`config.mk`:
```
export PLATFORM = sky130hd
export DESIGN_NAME = mul_seq_ctrl
export DESIGN_NICKNAME = d
export VERILOG_FILES = /design/src/rtl/mul_seq_ctrl_pkg.sv /design/src/rtl/mul_seq_ctrl_mul_step.sv /design/src/rtl/mul_seq_ctrl.sv
export SDC_FILE = /design/constraint.sdc
export NUM_CORES = 1
export LEC_CHECK = 0
export ABC_CLOCK_PERIOD_IN_PS = 7400
export CORE_UTILIZATION = 41
export CTS_BUF_LIST = sky130_fd_sc_hd__clkbuf_4 sky130_fd_sc_hd__clkbuf_8
export DETAILED_ROUTE_END_ITERATION = 8
export GPL_TIMING_DRIVEN = 0
export PLACE_DENSITY = 0.74
export SLEW_MARGIN = 0
export SYNTH_ARGS = -nofsm -noshare
export SYNTH_HDL_FRONTEND = slang
export SYNTH_SLANG_ARGS = --single-unit
```
`constraint.sdc`:
```
create_clock -name clk_i -period 7.4 [get_ports clk_i]
set_input_delay 1.85 -clock clk_i [delete_from_list [all_inputs] [get_ports clk_i]]
set_output_delay 1.85 -clock clk_i [all_outputs]
set_load 0.03 [all_outputs]
```
`src/rtl/mul_seq_ctrl_pkg.sv`:
```
// Shared definitions for the iterative multiplier sequencer: ALU code and FSM state encoding.
package mul_seq_ctrl_pkg;

  localparam logic [2:0] ALU_MUL = 3'b101;

  typedef enum logic [1:0] {
    MSC_IDLE = 2'b00,
    MSC_RUN  = 2'b01,
    MSC_DONE = 2'b10
  } msc_state_t;

endpackage

```
`src/rtl/mul_seq_ctrl_mul_step.sv`:
```
// One shift-add step: folds BITS_PER_CYCLE multiplier bits into the accumulator.
module mul_step #(
  parameter int WIDTH          = 32,
  parameter int BITS_PER_CYCLE = 1
) (
  input  logic [WIDTH-1:0]          acc,
  input  logic [WIDTH-1:0]          mcand,
  input  logic [BITS_PER_CYCLE-1:0] mplier,
  output logic [WIDTH-1:0]          acc_next
);

  always_comb begin
    acc_next = acc;
    for (int unsigned k = 0; k < BITS_PER_CYCLE; k++) begin
      if (mplier[k]) acc_next = acc_next + (mcand << k);
    end
  end

endmodule

```
`src/rtl/mul_seq_ctrl.sv`:
```
// Sequencer for the multi-cycle EX-stage multiplier: accepts an operand pair, runs
// WIDTH/BITS_PER_CYCLE shift-add cycles, then presents the low WIDTH product bits for one cycle.
module mul_seq_ctrl
  import mul_seq_ctrl_pkg::*;
#(
  parameter int WIDTH          = 32,
  parameter int BITS_PER_CYCLE = 1,
  parameter int RD_W           = 5
) (
  input  logic             clk_i,
  input  logic             rst_i,
  input  logic             start_i,
  input  logic             flush_i,
  input  logic [WIDTH-1:0] rs1_i,
  input  logic [WIDTH-1:0] rs2_i,
  input  logic [RD_W-1:0]  rd_addr_i,
  output logic             stall_o,
  output logic             busy_o,
  output logic             done_o,
  output logic [WIDTH-1:0] result_o,
  output logic [RD_W-1:0]  rd_addr_o
);

  localparam int N  = WIDTH / BITS_PER_CYCLE;
  localparam int CW = $clog2(N) + 1;

  msc_state_t       state;
  logic [CW-1:0]    count;
  logic [WIDTH-1:0] acc;
  logic [WIDTH-1:0] mcand;
  logic [WIDTH-1:0] mplier;
  logic [RD_W-1:0]  rd_q;
  logic [WIDTH-1:0] acc_next;
  logic             accept;

  mul_step #(
    .WIDTH          (WIDTH),
    .BITS_PER_CYCLE (BITS_PER_CYCLE)
  ) u_step (
    .acc      (acc),
    .mcand    (mcand),
    .mplier   (mplier[BITS_PER_CYCLE-1:0]),
    .acc_next (acc_next)
  );

  // DONE accepts like IDLE so back-to-back ops see no bubble.
  assign accept  = start_i & ~flush_i & (state != MSC_RUN);
  assign stall_o = accept | (state == MSC_RUN);
  assign busy_o  = (state == MSC_RUN);
  // A flush landing in DONE suppresses the completion pulse that cycle.
  assign done_o  = (state == MSC_DONE) & ~flush_i;

  always_ff @(posedge clk_i) begin
    if (rst_i) begin
      state     <= MSC_IDLE;
      count     <= '0;
      acc       <= '0;
      mcand     <= '0;
      mplier    <= '0;
      rd_q      <= '0;
      result_o  <= '0;
      rd_addr_o <= '0;
    end else if (flush_i) begin
      state <= MSC_IDLE;
      count <= '0;
      acc   <= '0;
    end else begin
      case (state)
        MSC_IDLE, MSC_DONE: begin
          if (accept) begin
            mcand  <= rs1_i;
            mplier <= rs2_i;
            rd_q   <= rd_addr_i;
            acc    <= '0;
            count  <= '0;
            state  <= MSC_RUN;
          end else begin
            state <= MSC_IDLE;
          end
        end
        MSC_RUN: begin
          acc    <= acc_next;
          mcand  <= mcand << BITS_PER_CYCLE;
          mplier <= mplier >> BITS_PER_CYCLE;
          count  <= count + 1'b1;
          if (count == CW'(N - 1)) begin
            state     <= MSC_DONE;
            result_o  <= acc_next;
            rd_addr_o <= rd_q;
          end
        end
        default: state <= MSC_IDLE;
      endcase
    end
  end

endmodule
```
== Word-level counts from Yosys, hierarchy flattened ==
Index checks and enable logic that the tools add are counted.

* $add $sub $neg: 2
* Multiply operators: 0
* Div/mod/pow operators: 0
* $lt $le $gt $ge: 0
* Equal/unequal tests: 6
* Shift-type cells: 0
* Multiplexer cells: 12
* Bitwise operators: 5
* Reductions and logical operators: 8

{| class="wikitable"
|+ Operator list
! kind !! count
|-
| 32-bit case mux with 2 select lines || 3
|-
| 32-bit 2-to-1 mux || 4
|-
| 32-bit adder || 1
|-
| 6-bit case mux with 2 select lines || 1
|-
| 3-bit AND reduction || 3
|-
| 6-bit by 1-bit adder with 6-bit output, second input constant || 1
|-
| 6-bit by 5-bit == test with 1-bit output, second input constant || 1
|-
| 6-bit 2-to-1 mux || 1
|-
| 2-bit by 1-bit != test with 1-bit output, second input constant || 2
|-
| 2-bit case mux with 2 select lines || 1
|-
| 2-bit OR reduction || 2
|-
| 1-bit bitwise AND || 3
|-
| 2-bit by 1-bit == test with 1-bit output, second input constant || 1
|-
| 2-bit == test, second input constant || 1
|-
| 2-bit zero test || 1
|-
| 2-bit 2-to-1 mux || 1
|-
| 2-bit != test, second input constant || 1
|-
| 2-bit AND reduction || 1
|-
| 2-bit nonzero test || 1
|-
| 1-bit 2-to-1 mux || 1
|-
| 1-bit NOT || 1
|-
| 1-bit OR || 1
|}

* Register bits after elaboration: 146
* Bits in latches: 0
* Memory bits (writable): 0
* ROM bits: 0
* Output and inout bits: 40
* Logic and storage cells: 41
* Memories kept: 0

== Depth between registers and ports, before layout ==
Gate-level depths: netlist (run 1).

* Depth in word-level cells: 5
* Mapped depth: 10
* Mapped depth without buffers: 10

== By module ==
Synthesis (run 1) repeated with hierarchy kept, for this count alone.

* Cell total of the unflattened synthesis: 997
* Area, all modules: 8184.1 um2

{| class="wikitable"
|+ By module, submodules not included
! module !! times used !! cells an instance !! area each (um2)
|-
| mul_seq_ctrl || 1 || 676 || 5952.0
|-
| mul_step || 1 || 321 || 2232.1
|}

== Worst setup path after synthesis (run 1) ==
Ideal clock, no wire load.

* Kind: input -> output
* From: input flush_i
* To: output done_o
* Arrival time: 2763 ps
* Required time: 5550 ps
* Setup slack: 2787 ps
* Cell stages on the path: 2
* Buffers on the path: 1
* Path through: clkbuf_1 -> nor3b_1

* Longest elaborated chain between the ends: 2

{| class="wikitable"
|+ RTL lines
! item !! line !! RTL
|-
| from (decl) || mul_seq_ctrl.sv:13 || <nowiki>input logic flush_i,</nowiki>
|-
| 1-bit NOT (no source line) || n/a ||
|-
| 1-bit bitwise AND || mul_seq_ctrl.sv:51 || <nowiki>assign done_o = (state == MSC_DONE) & ~flush_i;</nowiki>
|-
| to (decl) || mul_seq_ctrl.sv:19 || <nowiki>output logic done_o,</nowiki>
|}

Every way passes these cells.

== Final worst setup path (run 1) ==
* From: register state[0]
* To: output busy_o

* Longest elaborated chain between the ends: 1

{| class="wikitable"
|+ RTL lines
! item !! line !! RTL
|-
| from (decl) || mul_seq_ctrl.sv:27 || <nowiki>msc_state_t state;</nowiki>
|-
| from (signal assigned) || mul_seq_ctrl.sv:55 || <nowiki>state <= MSC_IDLE;</nowiki>
|-
| from (signal assigned) || mul_seq_ctrl.sv:64 || <nowiki>state <= MSC_IDLE;</nowiki>
|-
| from (signal assigned) || mul_seq_ctrl.sv:76 || <nowiki>state <= MSC_RUN;</nowiki>
|-
| 2-bit by 1-bit == test with 1-bit output || mul_seq_ctrl.sv:49 || <nowiki>assign busy_o = (state == MSC_RUN);</nowiki>
|-
| to (decl) || mul_seq_ctrl.sv:18 || <nowiki>output logic busy_o,</nowiki>
|}

Every way passes these cells.

==> summary by stage, run 1 <==
Run status
The run finished with clean final reports.

Yosys
The share of Yosys cell area claimed by the top area cell type is 37.3%. The net count of the mapped netlist is 1108. The number of enable flip-flop cells after synthesis is 0. The synthesized netlist occupies a cell area of 7840 sq um. In the synthesized netlist, the number of instances is 1002. Sequential elements use 37.3% of the synthesized area. The number of distinct library cells after synthesis is 66.

The count of state elements after synthesis is 146. The most used flip-flop cell after synthesis is dfxtp_1. The average instance area after synthesis is 7.82 sq um. By area the synthesized netlist is led by dfxtp_1 (37%), nand2_1 (9.1%), a311oi_1 (6.9%). During synthesis, Yosys emitted a total of 0 warnings. Counting flops with an async set or reset pin after synthesis yields a share of 0%.

The cell type with the highest aggregate area in the netlist is dfxtp_1.

Setup path
STA classifies the critical path startpoint as a register. The required time reported for the critical path endpoint is 5.55 ns. The number of cells on the worst reg-to-reg path is 10. STA classifies the critical path endpoint as a primary output. The arrival time reported for the critical path endpoint is 3.34 ns.

In this run the critical register-to-register path is captured at acc[28]. The critical path in this run is classified as register to primary output. The cell type with the highest occurrence count on the critical path is clkbuf_1. The family with the most delay on the worst path is buffers and inverters. The reg-to-reg startpoint is mcand[0]. For this run, the slowest stage of the critical path takes 0.79 ns.

Setup slack on the worst reg-to-reg path comes out at 4.36 ns. In this run the number of cells on the critical path is 6. Among all stages on the critical path, the largest delay is contributed by clkdlybuf4s50_1. The start point of the critical path is state[0]. The number of buffers and inverters on the critical path is 5.

The last element of the critical path is busy_o. The largest fanout on the critical path is 10. Walking the worst path, the cells encountered are nand2b_1 -> clkbuf_1 -> inv_1 -> clkbuf_1 -> clkbuf_1 -> clkdlybuf4s50_1.

Clock network
The H-tree was split into 4 levels. The tree is rooted in a clkbuf_8. For this design, the CTS-stage hold fixing added 0 buffers.

TritonCTS built the clock tree. The clock edge transition at the registers on the reported setup and hold paths is 0.09 ns. Post-CTS timing repair inserted 0 buffers for setup. Clock tree synthesis found a total of 146 sinks. The source-to-sink clock delay at the later pin of the worst-skew pair is 0.48 ns. The longest clock path from root to sink contains 2 buffers. Gates resized during post-CTS repair numbered 0.

The CTS buffer count is 17.

Global routing
In the global route stage, overall resource usage came out at 25.0%. The via count of the first global-routing pass was 7253. Entering global routing, the biggest net connects 17 pins. The initial antenna violation count came to 0. For this run the aggregate overflow at the end of global routing stands at 0. The wire length of the first global-routing pass is 38400 microns.

Place
The number of port buffers is 110. The half-perimeter wire length after placement is 18100 microns. The number of placed instances, taps included, is 1346. After detailed placement, the total cell area comes to 9230 sq um. At the end of routability-driven placement, the weighted congestion stood at 0.932.

Floorplan
The initial utilization of the core area, before any placement, comes to 41.9%. In this run the count of I/O pins placed on the die edge is 113. The die is 140 microns tall. The placeable core region is 18700 sq um. The overall die width is 140 microns. The number of standard-cell rows in the floorplan is 50. The die area is 19700 sq um.

Timing
For the final database, setup skew stands at 0.0138 ns. The post-route clock period utilization is 70.1%. Subtracting the final worst setup slack from the clock period gives 5.19 ns.

Setup repair after global routing left no endpoint under its margin. For the final routed database, the setup TNS stands at 0 ns. The number of pins with negative max-slew slack in the final report is 0. The hold violation count in the final report came to 0. The number of setup violations in the final report is 0. For the pin with the worst max-slew slack, the measured transition is 0.789 ns. The maximum clock frequency is 193 MHz. The post-route worst hold slack is 0.458 ns.

Measured against its own limit, the worst slew margin works out to 47.2%.

Drt
The count of routing violations after the opening detailed-route iteration is 607. The per-cell via count in the routed design is 5.77. For this run, design rule violations remaining after detail routing come to 0.

Across all layers, the routed design uses 7947 vias. The detail route stage leaves a number of antenna-violating nets equal to 0. The total length of routed wires is 24600 microns. For this run, the detailed router's first-pass iteration total came to 5. In the final routed layout, each cell accounts on average for 17.8 microns.

Finish
The number of antenna diodes is 0. The fraction of final layout cells with drive strength greater than 1 is 5.24%. The post-route non-filler standard cell count is 1378. Counting the fill cells in the layout gives 1802. The design area is 9590 sq um.

The final layout contains 1237 nets. The area growth from synthesis to layout is 22.4%.

Power
The total power draw is 1.67 mW. Power spread over the standard cell area amounts to 174 nW/um^2. The leakage dissipation is 3.67 nW. The worst-case vdd ir drop is 0.112 mV.

Run
The tool flagged a number of max-cap violations equal to 0.

Min path
The path class of the tightest hold or removal check is register to register.
==> cells in the final DEF, fill, tap and decap left out, types with 4 or more instances in the layout <==
master	synthesis	routed
a211oi_1	16	16
a21o_1	18	18
a21oi_1	68	68
a22oi_1	14	14
a311oi_1	62	62
a31oi_1	16	16
a32o_1	7	7
and3_1	8	8
buf_1	9	9
clkbuf_1	64	64
clkbuf_8	0	17
clkdlybuf4s50_1	0	110
dfxtp_1	146	146
ha_1	32	32
inv_1	11	11
inv_6	0	5
mux2_2	5	5
mux2i_1	12	12
nand2_1	190	190
nand2b_1	6	6
nand3_1	15	15
nand4_1	9	9
nor2_1	140	140
nor3_1	13	13
o211ai_1	4	4
o21a_1	6	6
o21ai_0	25	25
o21ai_1	12	12
or2_2	5	5
or3_1	4	4
xnor2_1	17	17
xor2_1	12	12
==> synthesized netlist by cell type, drive strengths merged, types with 2 or more instances <==
| cell type | count |
|---|---|
| o211ai | 7 |
| and2 | 3 |
| o21a | 6 |
| nand2 | 191 |
| nor4b | 2 |
| dfxtp | 146 |
| o21bai | 3 |
| a32o | 7 |
| nand3 | 15 |
| xor2 | 12 |
| nand4 | 9 |
| a311oi | 63 |
| nand2b | 6 |
| or2 | 6 |
| or3 | 4 |
| a31oi | 16 |
| nor3 | 13 |
| a211oi | 18 |
| a31o | 3 |
| nor2 | 140 |
| mux2i | 12 |
| xnor2 | 17 |
| a211o | 3 |
| inv | 11 |
| o22ai | 2 |
| nor2b | 3 |
| a21o | 18 |
| nand4b | 3 |
| nor3b | 2 |
| buf | 12 |
| a22oi | 14 |
| nor4 | 3 |
| clkbuf | 64 |
| a21oi | 69 |
| o21ai | 38 |
| and3 | 8 |
| mux2 | 5 |
| and4 | 2 |
| ha | 32 |
==> layer usage <==
layer | track usage [%] | vias to the layer above | share of wire, %
met2 | 40.2 | 266 | 46
met5 | 0 | - | 0
met1 | 33.2 | 3766 | 46
met3 | 4.58 | 50 | 5.7
met4 | 9.49 | 0 | 2.8
li1 | - | 3865 | -
==> registers in the layout (all words and copies together) (netlist names) <==
name / count
acc: 32
mcand: 32
mplier: 32
result_o: 32
count: 6
rd_addr_o: 5
rd_q: 5
state: 2
==> stage by stage <==
step | utilization, % | setup WS (ns)
after global placement | 49.4 | 2.30
final | 51.3 | 2.21
after CTS | 51.3 | 2.28
after global routing | 51.3 | 2.16
after detailed placement | 49.4 | 2.29
after floorplan | - | 2.79
==> power by group <==
part           internal (mW)  total (mW)  switching, mW
combinational         0.0931       0.228          0.135
sequential             0.815       0.836         0.0213
clock                  0.245       0.601          0.356
==> worst min-delay path, delay by kind of cell (launching register included) <==
family           cells  cell delay, ns
flip-flops           1            0.32
AND/OR/NAND/NOR      1            0.05
AO/OA/AOI/OAI        1            0.05
==> kinds of logic after synthesis <==
logic type	count (synthesis)	share of synthesized area, %
compound gates	279	25.5
simple gates	411	22.1
fa+ha+maj	33	5.36
buf+inv	87	4.25
xor+xnor	29	3.24
mux	17	2.25
flops	146	37.3
==> layout make-up <==
type                    instances  area [sq um]  share of cell area, %
well taps                     234           293                   3.05
clock inverters                14           120                   1.25
clock buffers                  18           241                   2.52
flip-flops and latches        146          2920                   30.5
multi-input cells             769          4580                   47.8
plain buffers                  76           292                   3.04
repair buffers                110          1100                   11.5
inverters                      11          41.3                  0.430
==> worst min path at each step <==
stage,slack (ns),depth (start not counted),start,to
after global placement,0.44,2,rd_q[0],rd_addr_o[0]
final,0.46,2,rd_q[2],rd_addr_o[2]
after global routing,0.46,2,rd_q[3],rd_addr_o[3]
after detailed placement,0.44,2,rd_q[3],rd_addr_o[3]
after CTS,0.46,2,rd_q[3],rd_addr_o[3]
after floorplan,0.43,2,rd_q[0],rd_addr_o[0]
Note: power is estimated with default switching activity, not from simulation.
==> run 2, diff against run 1 <==
Settings changed: ABC_CLOCK_PERIOD_IN_PS 7400 to 4700, PLACE_DENSITY 0.74 to 0.76.
Clock period 7.4 ns to 4.7 ns, I/O delays scaled along.
==> run 2 against run 1 <==
Net effect: sequential power is 58% higher; via count grew 0.38%; first-iteration DRC count is 4.4% lower; flip-flop and latch count did not move; setup slack worse by 2.0 ns; critical path type unchanged; largest cell class unchanged; highest routed layer unchanged.
==> summary by stage, run 2 (same netlist as run 1, synthesis figures left out) <==
Finish
Leaving out fill and tap cells, the most frequent cell in the layout is nand2_1. The number of antenna diodes is 0. The library cells used most frequently in the layout, excluding fill and tap cells, are nand2_1 (190), dfxtp_1 (146), nor2_1 (140). The area occupied by multi-input gates is 4580 sq um.

The number of nets at the end of the flow is 1237. The area growth from synthesis to layout is 22.7%. The layout filler cell count is 1742.

In the final layout, the share of cells above drive strength 1 is 5.24%. Registers take 2920 sq um.

Global routing
The first global-routing pass estimated 38800 microns of wire. The total congestion overflow after global routing is 0. The largest net degree at the start of global routing is 17. The via count of the first global-routing pass came to 7309. The initial antenna violation count is 0. Global routing used 25.2% of the available tracks across all layers.

Clock network
The CTS buffer count is 17. The root buffer cell chosen for the clock tree is clkbuf_8. The number of setup buffers added after CTS is 0.

At the later pin of the worst-skew pair, clock insertion delay measures 0.48 ns. The sink count of the clock tree is 146. TritonCTS built the clock tree. After clock tree synthesis, the clock-pin slew on the worst setup and hold paths is 0.09 ns. Once the clock tree was built, the resizer swapped 0 gates to a different size. The depth of the CTS H-tree is 4.

The total of hold buffers inserted after clock tree synthesis is 0. In this run the deepest clock path goes through 2 buffers.

Setup path
The largest fanout on the critical path is 10. The arrival time reported for the critical path endpoint is 3.36 ns. STA classifies the critical path endpoint as a primary output.

The worst setup path is launched from a register. STA puts the critical path data required time at 3.52 ns. The critical path class is register to primary output.

Min path
The type of the worst min-delay path is register to register.

Timing
The final critical-path required period is 4.53 ns. The tightest hold path in the finished design has a slack of 0.458 ns. The worst path uses 96.5% of the clock period. The maximum clock frequency is 221 MHz. The normalized max-slew margin is 44.0%. The number of setup violations in the final report is 0.

The post-route clock skew is 0.0133 ns. The number of pins with negative max-slew slack in the final report is 0. Setup repair after global routing left no endpoint under its margin.

Summed over all failing endpoints, the final setup total negative slack is 0 ns. For the pin with the worst max-slew slack, the measured transition is 0.837 ns. The hold violation count in the final report came to 0.

Drt
The remaining design rule violation count is 0. Summed over all layers, the routed wires come to 24600 microns. The count of routing violations after the opening detailed-route iteration is 580. The number of iterations in the first detailed-routing pass is 5. In the routed layout, each cell is associated on average with a via count of 5.79.

The total via count in the routed design is 7977. In this run the remaining antenna-violating nets after routing total 0. The average routed wire per standard cell is 17.9 microns.

Floorplan
113 I/O pins were placed. The floorplan has 50 rows. The core region is 18700 sq um. The die is 140 microns tall. The floorplan step set the die width to 140 microns. Once the floorplan was initialized, standard cells occupied 41.9% of the core.

The die area is 19700 sq um.

Power
In this run the power density over the cells is 278 nW/um^2. IR analysis of the VDD net gives a maximum drop of 0.153 mV. The leakage dissipation is 3.68 nW.

Place
At the end of routability-driven placement, the weighted congestion stood at 0.910. The half-perimeter wire length after placement is 18100 microns. The number of port buffers is 110.

Run status
The run finished with clean final reports.

Run
Across the run, the number of max-cap violations was 0.
[run 2: changes by cell type in the layout (fill, tap and decap cells not counted), sizes merged]
| cell | previous run | this run |
|---|---|---|
| clkinv | 4 | 3 |
| bufinv | 0 | 1 |
[run 2: layer usage]
metal | up-vias | global-route usage (%) | part of all wire [%]
li1 | 3851 | - | -
met1 | 3783 | 33.5 | 45
met2 | 295 | 40.4 | 45
met3 | 48 | 4.38 | 6.7
met4 | 0 | 10.3 | 3.0
met5 | - | 0 | 0
[run 2: layout make-up]
class	count	area share, %
Multi-Input combinational cell	769	47.6
Sequential cell	146	30.4
Timing Repair Buffer	110	11.4
Tap cell	234	3.04
Buffer	76	3.03
Clock buffer	18	2.51
Clock inverter	14	1.52
Inverter	11	0.429
[run 2: metrics by stage]
step / std cells / instance area, sq um / total power [mW] / setup WS (ns) / util, %
2_1_floorplan: 1002 / 7840 / 1.55 / 1.44 / -
3_3_place_gp: 1346 / 9230 / 1.69 / 0.751 / 49.4
3_5_place_dp: 1346 / 9230 / 1.70 / 0.708 / 49.4
4_1_cts: 1378 / 9620 / 2.68 / 0.219 / 51.4
5_1_grt: 1378 / 9620 / 2.78 / 0.0790 / 51.4
6_report: 1378 / 9620 / 2.68 / 0.167 / 51.4
[run 2: path summary, 6_finish.rpt]
check / startpoint / to / slack, ns / cells after the start
setup / recovery: state[0] / busy_o / 0.17 / 6
hold reg to reg: rd_q[4] / rd_addr_o[4] / 0.46 / 2
hold / removal: rd_q[4] / rd_addr_o[4] / 0.46 / 2
setup reg to reg: mcand[0] / acc[28] / 1.78 / 10
[run 2: power by group]
| part | internal, mW | leakage (nW) | switching, mW |
|---|---|---|---|
| clock | 0.442 | 0.191 | 0.563 |
| sequential | 1.28 | 1.19 | 0.0348 |
| combinational | 0.147 | 2.30 | 0.210 |
| total | 1.87 | 3.68 | 0.807 |
[run 2: worst max-delay path, cell delays in order (launching register included)]
cell and delay (ns):
dfxtp_1 0.40, nand2b_1 0.08, clkbuf_1 0.30, inv_1 0.15, clkbuf_1 0.58, clkbuf_1 0.58, clkdlybuf4s50_1 0.80
==> run 3, diff against run 2 <==
Settings changed: PLACE_DENSITY 0.76 to 0.65.
==> run 3 against run 2 <==
Net effect: first-iteration DRC count up 13%; critical path type unchanged; combinational power about the same; final area about the same; setup slack worse by 0.011 ns; largest power group unchanged; global-route usage down 0.14 points; clock-buffer cell count down 1; core utilization about the same; flip-flop and latch count unchanged; total power down 0.14%; worst hold slack worse by 0.0023 ns; critical path depth unchanged.
==> summary by stage, run 3 (same netlist as run 1, synthesis figures left out) <==
Clock network
The depth of the CTS H-tree is 4. Once the clock tree was built, the setup fixing pass inserted 0 buffers. The number of resized instances in the post-cts repair step is 0. The CTS tree is built.

The source-to-sink clock delay at the later pin of the worst-skew pair is 0.48 ns. In this run, CTS created clock tree buffers numbering 17. After clock tree synthesis, the clock-pin slew on the worst setup and hold paths is 0.10 ns. CTS placed an instance of clkbuf_8 at the clock tree root. The maximum clock insertion buffer count is 2. The sink count of the clock tree is 146.

For this design, the CTS-stage hold fixing added 0 buffers.

Setup path
In this run the register-to-register setup slack is 1.74 ns. The required time reported for the critical path endpoint is 3.52 ns. The endpoint identified for the worst register-to-register timing path is acc[28]. The launching element type of the critical path is a register.

Of all nets on the critical path, the largest fanout is 10. The worst register-to-register path has a depth of 10. The critical path capture point type is a primary output.

The critical path class is register to primary output. The reg-to-reg startpoint is mcand[0]. For the worst setup path, the data arrival time is 3.37 ns.

Finish
The final standard cell utilization of the core is 51.4%. Summing all non-filler instances in the final layout gives an area of 9620 sq um. The fraction of final layout cells with drive strength greater than 1 is 5.24%. The layout filler cell count is 1900. 0 antenna diodes ended up in the layout. At the end of the flow, the number of nets in the layout was 1237.

In the layout the commonest cells are nand2_1 (190), dfxtp_1 (146), nor2_1 (140). Relative to the synthesized area, the layout overhead comes to 22.7%. The leading cell type in the layout, fill and taps excluded is nand2_1.

Place
The routability congestion estimate from global placement is 0.921. The total cell area at the placement stage is 9230 sq um. The half-perimeter wire length after placement is 17900 microns. Input and output buffers added on the ports amount to 110.

Timing
Summed over all failing endpoints, the final setup total negative slack is 0 ns. The pin slew with the least headroom to its limit is 0.828 ns. The number of pins with negative max-slew slack in the final report came to 0.

Setup repair after global routing left no endpoint under its margin. Dividing the final minimum period by the clock period gives 96.7%. The hold violation count in the final report is 0. The normalized max-slew margin is 44.6%. Setup violations remaining at the end of the flow were counted as 0. For the final database, setup skew stands at 0.0188 ns. The final critical-path required period is 4.54 ns. The post-route worst hold slack is 0.456 ns.

Timing would allow up to 220 MHz.

Min path
The count of cells along the worst hold path is 2. In this run the most critical hold path is launched from rd_q[2]. The type of the worst min-delay path is register to register.

The capture endpoint of the worst hold path is rd_addr_o[2].

Global routing
Entering global routing, the biggest net connects 17 pins. The global routing's busiest layer is met2. The via count of the first global-routing pass is 7065. In the global route stage, met1 resource usage came out at 34.9%. The total routing resource utilization after global routing is 25.1%. The met3 track demand over resource is 3.59%.

The initial antenna violation count is 0. For met2 alone, demand over resource in global routing was 39.4%. After global routing the overflow that remains totals 0. The first global-routing pass estimated 38200 microns of wire.

Power
The power share of the combinational group is 13.3%. VDD sags by at most 0.176 mV. Sequential cells account for 49.2% of the total power.

The power per standard cell area is 278 nW/um^2. Summed over all nets, the switching power comes to 0.812 mW. The leakage dissipation is 3.68 nW. The proportion of total power due to net switching is 30.4%.

Cell internal power was estimated by the tool at 1.86 mW. The clock power share is 37.5%.

Floorplan
Once the floorplan was initialized, standard cells occupied 41.9% of the core. The die covers 19700 sq um. The placeable core region is 18700 sq um. The die is 140 microns wide. The die is 140 microns tall. The floorplan has 50 rows. The number of top-level pins is 113.

Drt
The detailed router finished its first iteration with 657 violations. The total length of routed wires is 24400 microns. After detailed routing, the average wire length per cell comes to 17.7 microns. After detailed routing, the number of vias per cell comes to 5.69. The total via count in the routed design is 7845. The first TritonRoute pass finished after 6 iterations. In this run the remaining antenna-violating nets after routing total 0.

The remaining design rule violation count is 0.

Run
The tool flagged a number of max-cap violations equal to 0.

Run status
The run finished with clean final reports.
## run 3: cell count changes in the layout (fill, tap and decap cells not counted)
cell      previous run  this run
clkinv_2             1         2
clkinv_4             2         4
clkbuf_4             1         0
inv_6                3         1
## run 3: cell type report
| cell class | instances | area [sq um] | area share (%) |
|---|---|---|---|
| sequential | 146 | 2920 | 30.4 |
| inverter | 11 | 41.3 | 0.429 |
| multi-input combinational | 769 | 4580 | 47.7 |
| timing repair buffer | 110 | 1100 | 11.4 |
| clock inverter | 15 | 151 | 1.57 |
| tap | 234 | 293 | 3.04 |
| clock buffer | 17 | 234 | 2.43 |
| buffer | 76 | 292 | 3.03 |
## run 3: how the worst max path moves through the flow
stage / cells past startpoint / startpoint / endpoint / slack [ns]
2_1_floorplan: 2 / flush_i / done_o / 1.44
3_3_place_gp: 6 / state[0] / busy_o / 0.71
3_5_place_dp: 8 / start_i / mcand[16] / 0.66
4_1_cts: 6 / state[0] / busy_o / 0.18
6_report: 6 / state[0] / busy_o / 0.16
5_1_grt: 6 / state[0] / busy_o / 0.03
## run 3: per-layer routing
metal  vias to the layer above  share of wire, %
li1                       3844                 -
met1                      3746                48
met2                       225                45
met3                        30               4.7
met4                         0               1.9
met5                         -                 0
## run 3: through the flow
step / worst slack [ns] / total power [mW] / instances
after floorplan: 1.44 / 1.55 / 1002
after global placement: 0.706 / 1.69 / 1346
after detailed placement: 0.659 / 1.70 / 1346
after CTS: 0.185 / 2.68 / 1378
after global routing: 0.0344 / 2.78 / 1378
final: 0.155 / 2.68 / 1378
## run 3: power groups by stage
stage,combinational [mW],clock [mW],sequential [mW]
3_5_place_dp,0.354,0,1.34
2_1_floorplan,0.219,0,1.33
6_report,0.357,1.00,1.32
3_3_place_gp,0.350,0,1.34
4_1_cts,0.355,1.01,1.32
5_1_grt,0.392,1.06,1.32
## run 3: critical path, cell delays in order (launching register included)
cell             delay [ns]
dfxtp_1                0.40
nand2b_1               0.09
clkbuf_1               0.29
inv_1                  0.15
clkbuf_1               0.59
clkbuf_1               0.58
clkdlybuf4s50_1        0.79
